**src/rtl/score_bcd_display.sv**
```systemverilog
// Sequential binary-to-BCD converter (double dabble, one bit per clock) driving
// registered seven-segment digits. Optional macro: LEADING_ZERO_BLANK_EN.
module score_bcd_display #(
  parameter int BIN_W          = 8,
  parameter int DIGITS         = 3,
  parameter bit SEG_ACTIVE_LOW = 1'b1
) (
  input  logic                  clk,
  input  logic                  resetn,
  input  logic                  load,
  input  logic [BIN_W-1:0]      value,
  output logic                  busy,
  output logic                  done,
  output logic                  overflow,
  output logic [4*DIGITS-1:0]   bcd,
  output logic [7*DIGITS-1:0]   hex
);

  function automatic int dec_digits(input int bits);
    longint v;
    int     n;
    v = (longint'(1) << bits) - 1;
    n = 1;
    for (int i = 0; i < 20; i++) begin
      if (v >= 10) begin
        v = v / 10;
        n = n + 1;
      end
    end
    return n;
  endfunction

  function automatic longint pow10(input int n);
    longint r;
    r = 1;
    for (int i = 0; i < n; i++) r = r * 10;
    return r;
  endfunction

  function automatic logic [6:0] seg_of(input logic [3:0] n);
    logic [6:0] s;
    case (n)
      4'd0:    s = 7'h3F;
      4'd1:    s = 7'h06;
      4'd2:    s = 7'h5B;
      4'd3:    s = 7'h4F;
      4'd4:    s = 7'h66;
      4'd5:    s = 7'h6D;
      4'd6:    s = 7'h7D;
      4'd7:    s = 7'h07;
      4'd8:    s = 7'h7F;
      4'd9:    s = 7'h6F;
      default: s = 7'h00;
    endcase
    return s;
  endfunction

  // Blanking scans from the top digit down; digit 0 always counts as significant.
  function automatic logic [7*DIGITS-1:0] hex_of(input logic [4*DIGITS-1:0] b);
    logic [7*DIGITS-1:0] r;
    logic [6:0]          s;
`ifdef LEADING_ZERO_BLANK_EN
    logic                seen;
    seen = 1'b0;
`endif
    r = '0;
    for (int k = DIGITS - 1; k >= 0; k--) begin
      s = seg_of(b[4*k +: 4]);
`ifdef LEADING_ZERO_BLANK_EN
      seen = seen | (b[4*k +: 4] != 4'd0) | (k == 0);
      if (!seen) s = 7'h00;
`endif
      r[7*k +: 7] = SEG_ACTIVE_LOW ? ~s : s;
    end
    return r;
  endfunction

  localparam int ACC_DIGITS = (dec_digits(BIN_W) > DIGITS) ? dec_digits(BIN_W) : DIGITS;
  localparam int ACC_W      = 4 * ACC_DIGITS;
  localparam int CNT_W      = (BIN_W > 1) ? $clog2(BIN_W) : 1;
  localparam logic [63:0]         MAX_VAL = 64'(pow10(DIGITS) - 1);
  localparam logic [4*DIGITS-1:0] ALL9    = {DIGITS{4'h9}};
  localparam logic [7*DIGITS-1:0] HEX_RST = hex_of({(4*DIGITS){1'b0}});

  typedef enum logic [1:0] {IDLE, CONVERT, UPDATE} state_t;

  state_t                state_q, state_d;
  logic [BIN_W-1:0]      shift_q, shift_d;
  logic [ACC_W-1:0]      acc_q, acc_d;
  logic [CNT_W-1:0]      step_q, step_d;
  logic                  ovf_q, ovf_d;
  logic [4*DIGITS-1:0]   bcd_q, bcd_d;
  logic [7*DIGITS-1:0]   hex_q, hex_d;
  logic                  overflow_q, overflow_d;
  logic                  done_q, done_d;
  logic [ACC_W-1:0]      acc_adj;
  logic [ACC_W+BIN_W-1:0] shifted;

  always_ff @(posedge clk) begin
    if (!resetn) begin
      state_q    <= IDLE;
      shift_q    <= '0;
      acc_q      <= '0;
      step_q     <= '0;
      ovf_q      <= 1'b0;
      bcd_q      <= '0;
      hex_q      <= HEX_RST;
      overflow_q <= 1'b0;
      done_q     <= 1'b0;
    end else begin
      state_q    <= state_d;
      shift_q    <= shift_d;
      acc_q      <= acc_d;
      step_q     <= step_d;
      ovf_q      <= ovf_d;
      bcd_q      <= bcd_d;
      hex_q      <= hex_d;
      overflow_q <= overflow_d;
      done_q     <= done_d;
    end
  end

  always_comb begin
    state_d = state_q;
    case (state_q)
      IDLE:    if (load) state_d = CONVERT;
      CONVERT: if (step_q == CNT_W'(BIN_W - 1)) state_d = UPDATE;
      UPDATE:  state_d = IDLE;
      default: state_d = IDLE;
    endcase
  end

  // Datapath: add-3 correction on every nibble, then one left shift per step.
  always_comb begin
    shift_d    = shift_q;
    acc_d      = acc_q;
    step_d     = step_q;
    ovf_d      = ovf_q;
    bcd_d      = bcd_q;
    hex_d      = hex_q;
    overflow_d = overflow_q;
    done_d     = 1'b0;
    acc_adj    = acc_q;
    for (int i = 0; i < ACC_DIGITS; i++) begin
      if (acc_adj[4*i +: 4] >= 4'd5) acc_adj[4*i +: 4] = acc_adj[4*i +: 4] + 4'd3;
    end
    shifted = {acc_adj, shift_q} << 1;
    case (state_q)
      IDLE: begin
        if (load) begin
          shift_d = value;
          acc_d   = '0;
          step_d  = '0;
          ovf_d   = 64'(value) > MAX_VAL;
        end
      end
      CONVERT: begin
        acc_d   = shifted[ACC_W+BIN_W-1:BIN_W];
        shift_d = shifted[BIN_W-1:0];
        step_d  = step_q + CNT_W'(1);
      end
      UPDATE: begin
        bcd_d      = ovf_q ? ALL9 : acc_q[4*DIGITS-1:0];
        hex_d      = hex_of(bcd_d);
        overflow_d = ovf_q;
        done_d     = 1'b1;
      end
      default: ;
    endcase
  end

  always_comb begin
    busy     = (state_q != IDLE);
    done     = done_q;
    overflow = overflow_q;
    bcd      = bcd_q;
    hex      = hex_q;
  end

endmodule
```
**config.mk**
```make
export PLATFORM = sky130hd
export DESIGN_NAME = score_bcd_display
export DESIGN_NICKNAME = d
export VERILOG_FILES = /design/src/rtl/score_bcd_display.sv
export SDC_FILE = /design/constraint.sdc
export NUM_CORES = 1
export LEC_CHECK = 0
export BUFFER_PORTS_ARGS = -buffer_cell sky130_fd_sc_hd__buf_4
export CAP_MARGIN = 20
export CORE_UTILIZATION = 64
export CTS_BUF_LIST = sky130_fd_sc_hd__clkbuf_8
export CTS_CLUSTER_SIZE = 28
export DETAILED_ROUTE_END_ITERATION = 8
export PLACE_DENSITY = 0.87
export SETUP_SLACK_MARGIN = 0.02
export SLEW_MARGIN = 20
export SYNTH_ARGS = -nofsm -noshare
export SYNTH_HDL_FRONTEND = slang
export SYNTH_SLANG_ARGS = --single-unit
```
**constraint.sdc**
```tcl
create_clock -name clk -period 3.8 [get_ports clk]
set_input_delay 0.95 -clock clk [delete_from_list [all_inputs] [get_ports clk]]
set_output_delay 0.95 -clock clk [all_outputs]
set_load 0.05 [all_outputs]
```
Yosys cells after proc, flatten, opt, wreduce, memory -nomap -nowiden

Memory sizes are Yosys's and may differ from the RTL's. A register that Yosys moved wholly into a read port is not among the register bits.
Index checks and enable logic that the tools add are counted.
Widths: inputs -> output; s select.

Register bits after elaboration: 59
Output and inout port bits: 36
Memories: 3
ROM bits: 336
Bits of input ports: 11

Memory list:

| memory          | depth | bits a word | read ports | clocked after memory_dff | write ports | RTL line | RTL |
|---|---|---|---|---|---|---|---|
| (no name shown) | 16    | 7           | 1          | 1                        | 0           | 42       | `case (n)` |
| (no name shown) | 16    | 7           | 1          | 1                        | 0           | 42       |  |
| (no name shown) | 16    | 7           | 1          | 1                        | 0           | 42       |  |

Equal/unequal tests: 5
Add/sub/neg operators: 4
$lt $le $gt $ge: 3
Reduce and logical (&&, ||, !) cells: 5
Bitwise logic cells: 3
Mux-type cells: 22

Operators by type and width:

| operator            | number |
|---|---|
| $mux 4              | 8 |
| $pmux 12 s2         | 1 |
| $mux 7              | 3 |
| $not 7->7           | 3 |
| $pmux 8 s2          | 1 |
| $ge 4x3->1 const B  | 3 |
| $mux 12             | 1 |
| $add 4x2->4 const B | 2 |
| $mux 8              | 1 |
| $mux 3              | 2 |
| $pmux 3 s2          | 1 |
| $mux 2              | 2 |
| $ne 2x2->1 const B  | 2 |
| $pmux 2 s2          | 1 |
| $reduce_and 2->1    | 2 |
| $reduce_bool 2->1   | 2 |
| $add 3x1->3 const B | 1 |
| $add 3x2->3 const B | 1 |
| $eq 3x3->1 const B  | 1 |
| $eq 2x1->1 const B  | 1 |
| $eq 2x2->1 const B  | 1 |
| $logic_not 2->1     | 1 |
| $mux 1              | 1 |

Depth between registers and ports, before layout

Depth in word-level cells: 5
Gate-level depth with buffers: 11
Depth with buffers taken out: 11

Worst setup path before layout

No wires, ideal clock.

Path type: flip-flop to flip-flop
Start point: reg acc_q[0]
End point: reg with a tool-made name
Library setup time: 135 ps
Arrival: 2,263 ps
Required time: 3,665 ps
Path slack: 1,402 ps
Cell stages (with the launch flop): 11
Cell sequence: dfxtp_1 inv_1 ha_1 nand2b_1 or3b_2 a21o_1 a21oi_1 inv_1 ha_1 a211oi_1 a211oi_1

RTL lines:

| what                   | RTL line | RTL |
|---|---|---|
| from (decl)            | 89       | `logic [ACC_W-1:0] acc_q, acc_d;` |
| from (signal assigned) | 103      | `acc_q <= '0;` |
| from (signal assigned) | 113      | `acc_q <= acc_d;` |

==> results.py <==
metrics = {
    "timing": {
        "tightestPinTransition_ns": 0.841,
        "tns_ns": 0,
        "holdWs_ns": 0.408,
        "clock_skew_ns": 0.00937,
        "rsz0062_at_grt": "false",
        "fmax_ghz": 0.356,
        "timing.final.hold_violations": 0,
        "slew_viol_final": 0,
        "setup_viol_count_final": 0,
        "finalCritPeriodShare_pct": 73.9,
        "period_minus_slack_ns": 2.81,
        "slew_headroom_pct": 43.7,
    },
    "placed_design": {
        "dp_hpwl_um": 5260,
        "place_congestion": 0.911,
        "port-buffer-count": 45,
        "dp.cells": 490,
    },
    "setup_path": {
        "worstSetupEndpointType": "flip-flop",
        "worstPathArrival_ns": 3.09,
        "cp_cell_sequence": "or2b_1 > a2111o_1 > a31oi_1 > inv_1 > ha_1 > mux2_2 > o22ai_1",
        "cp_slowest_cell": "dfxtp_1",
        "startpoint_type": "flip-flop",
        "critical-path-max-stage-delay_ns": 0.64,
        "crit_required_ns": 4.08,
        "crit_type": "reg -> reg",
        "cp_max_fo": 13,
    },
    "hold_path": {
        "hp-class": "reg -> reg",
    },
    "routing": {
        "met2_wirelength_um": 3660,
        "routed_wl_um": 7610,
        "vias": 2906,
        "wl_met3_um": 400,
        "highest_layer": "met4",
        "ant_nets": 0,
        "met1_length_um": 3340,
        "drt_iter0_drc": 280,
        "first_pass_iters": 4,
        "via_per_inst": 5.74,
        "drc": 0,
        "routedWlPerCell_um": 15.0,
    },
    "finish": {
        "area.growth.synth_to_final_pct": 14.8,
        "final_cells": 506,
        "antennaDiodeCount": 0,
        "fill_cells": 396,
        "drive_gt1_share_pct": 20.7,
        "fin_nets": 466,
    },
    "clock_network": {
        "cts_buffers": 9,
        "cts_sinks": 80,
        "cts_tree": "yes",
        "hold_buffers": 0,
        "path_clk_slew_ns": 0.08,
        "cts_root_buf": "clkbuf_8",
        "clkLatencyLatePin_ns": 0.35,
        "cts_resized": 0,
        "htree_num_levels": 3,
        "clk_path_buf_depth": 2,
        "postCtsSetupBuffers": 0,
    },
    "global_route": {
        "grt_pass1_wl_um": 12800,
        "grt_max_degree": 30,
        "antenna_found_initial": 0,
        "track_usage_pct": 26.9,
        "grt-ovfl-total": 0,
        "grt_pass1_vias": 2806,
    },
    "power": {
        "power_density_nw_per_um2": 383,
        "p_total_uw": 1640,
        "vdd_drop_max_mv": 0.245,
        "cellLeakagePower_uw": 0.00185,
    },
    "logic_synthesis": {
        "ys_types": 59,
        "syn_avg_cell_area_um2": 9.46,
        "yosysWarningCount": 0,
        "syn-cell-area_um2": 3740,
        "yosys.area.top_type": "dfxtp_1",
        "synth_ff_type": "dfxtp_1",
        "synthArstFlopShare_pct": 0,
        "synth_fp_nets": 432,
        "ys_seq_area_share_pct": 42.9,
        "synth_area_leaders": "dfxtp_1 (43%), ha_1 (8.7%), a211oi_1 (6.8%)",
        "ys_ff_latch": 80,
        "synth_edf_count": 0,
        "syn_inst": 395,
        "synth_top_area_share_pct": 42.9,
    },
    "die": {
        "rows": 27,
        "io_pins": 47,
        "die-width_um": 78.4,
        "coreArea_um2": 5570,
        "initial_core_util_pct": 67.0,
        "die_y_um": 78.4,
        "die_area_um2": 6150,
    },
    "status": {
        "status": "completed",
    },
    "job": {
        "drv_cap": 0,
    },
}
-- critical path, delay by kind of cell (launching register included) --
family                     cells  cell delay (ns)
adders and majority gates      1             0.21
and+or+nand+nor                1             0.52
muxes                          1             0.27
AOI/OAI and AO/OA              3             0.94
DFF                            1             0.64
buffers and inverters          1             0.15
-- cell usage after synthesis (5+ instances only) --
library cell	n
dfxtp_1	80
nand2_1	44
a211oi_1	34
nor2_1	34
ha_1	26
inv_1	21
a21oi_1	15
o22ai_1	13
mux2i_1	12
clkbuf_1	10
o21ai_0	9
buf_2	7
nor3b_1	7
a21o_1	5
or2_2	5
-- area by class of cell --
class                   count  area, um2  share of cell area (%)
flip-flops and latches     80       1600                    37.3
inverters                  23       86.3                    2.01
well taps                  72       90.1                    2.10
repair buffers             48        360                    8.40
clock buffers              12        165                    3.85
clock inverters             4       67.6                    1.57
multi-input cells         267       1920                    44.7
-- power breakdown --
| part | internal, uW | switching (uW) |
|---|---|---|
| Combinational | 29.7 | 46.5 |
| Sequential | 849 | 9.96 |
| Clock | 419 | 288 |
-- path summary, 6_finish.rpt --
path,start,depth (start not counted),slack (ns),to
worst min register to register,flip-flop,1,0.41,hex[7]$_SDFFE_PN0P_
worst max-delay path,state_q[0]$_SDFFE_PN0P_,7,0.99,flip-flop
worst max register to register,state_q[0]$_SDFFE_PN0P_,7,0.99,flip-flop
worst min-delay path,flip-flop,1,0.41,hex[7]$_SDFFE_PN0P_
-- per-layer routing --
metal	vias to the layer above	global-route usage (%)
met5	-	0
met2	85	43.6
li1	1453	-
met1	1347	33.6
met3	21	5.58
met4	0	14.6
-- logic make-up (layout without fill, tap and decap cells) --
group / count (synthesis) / in the layout / synth area share (%)
compound gates: 107 / 107 / 22.2
xor+xnor: 2 / 2 / 0.469
fa+ha+maj: 26 / 26 / 8.71
buf+inv: 48 / 87 / 5.76
flops: 80 / 80 / 42.9
mux: 14 / 14 / 3.82
other cells: 1 / 1 / 0.100
simple gates: 117 / 117 / 16.1
-- stage by stage --
| step | util [%] | setup WS, ns | area, um2 |
|---|---|---|---|
| 6_report | 77.0 | 0.994 | 4290 |
| 2_1_floorplan | - | 1.40 | 3740 |
| 4_1_cts | 77.0 | 0.998 | 4290 |
| 5_1_grt | 77.0 | 0.711 | 4290 |
| 3_3_place_gp | 72.8 | 0.967 | 4060 |
| 3_5_place_dp | 72.8 | 0.843 | 4060 |
-- cell usage in the layout, fill, tap and decap left out, drive strengths merged, types with 7 or more instances in the layout --
| master | instances |
|---|---|
| buf | 48 |
| nor2 | 34 |
| a21oi | 15 |
| mux2i | 12 |
| nand2 | 44 |
| o22ai | 15 |
| a211oi | 36 |
| inv | 25 |
| nor3b | 7 |
| dfxtp | 80 |
| o21ai | 12 |
| clkbuf | 12 |
| ha | 26 |
Note: power is estimated with default switching activity, not from simulation.
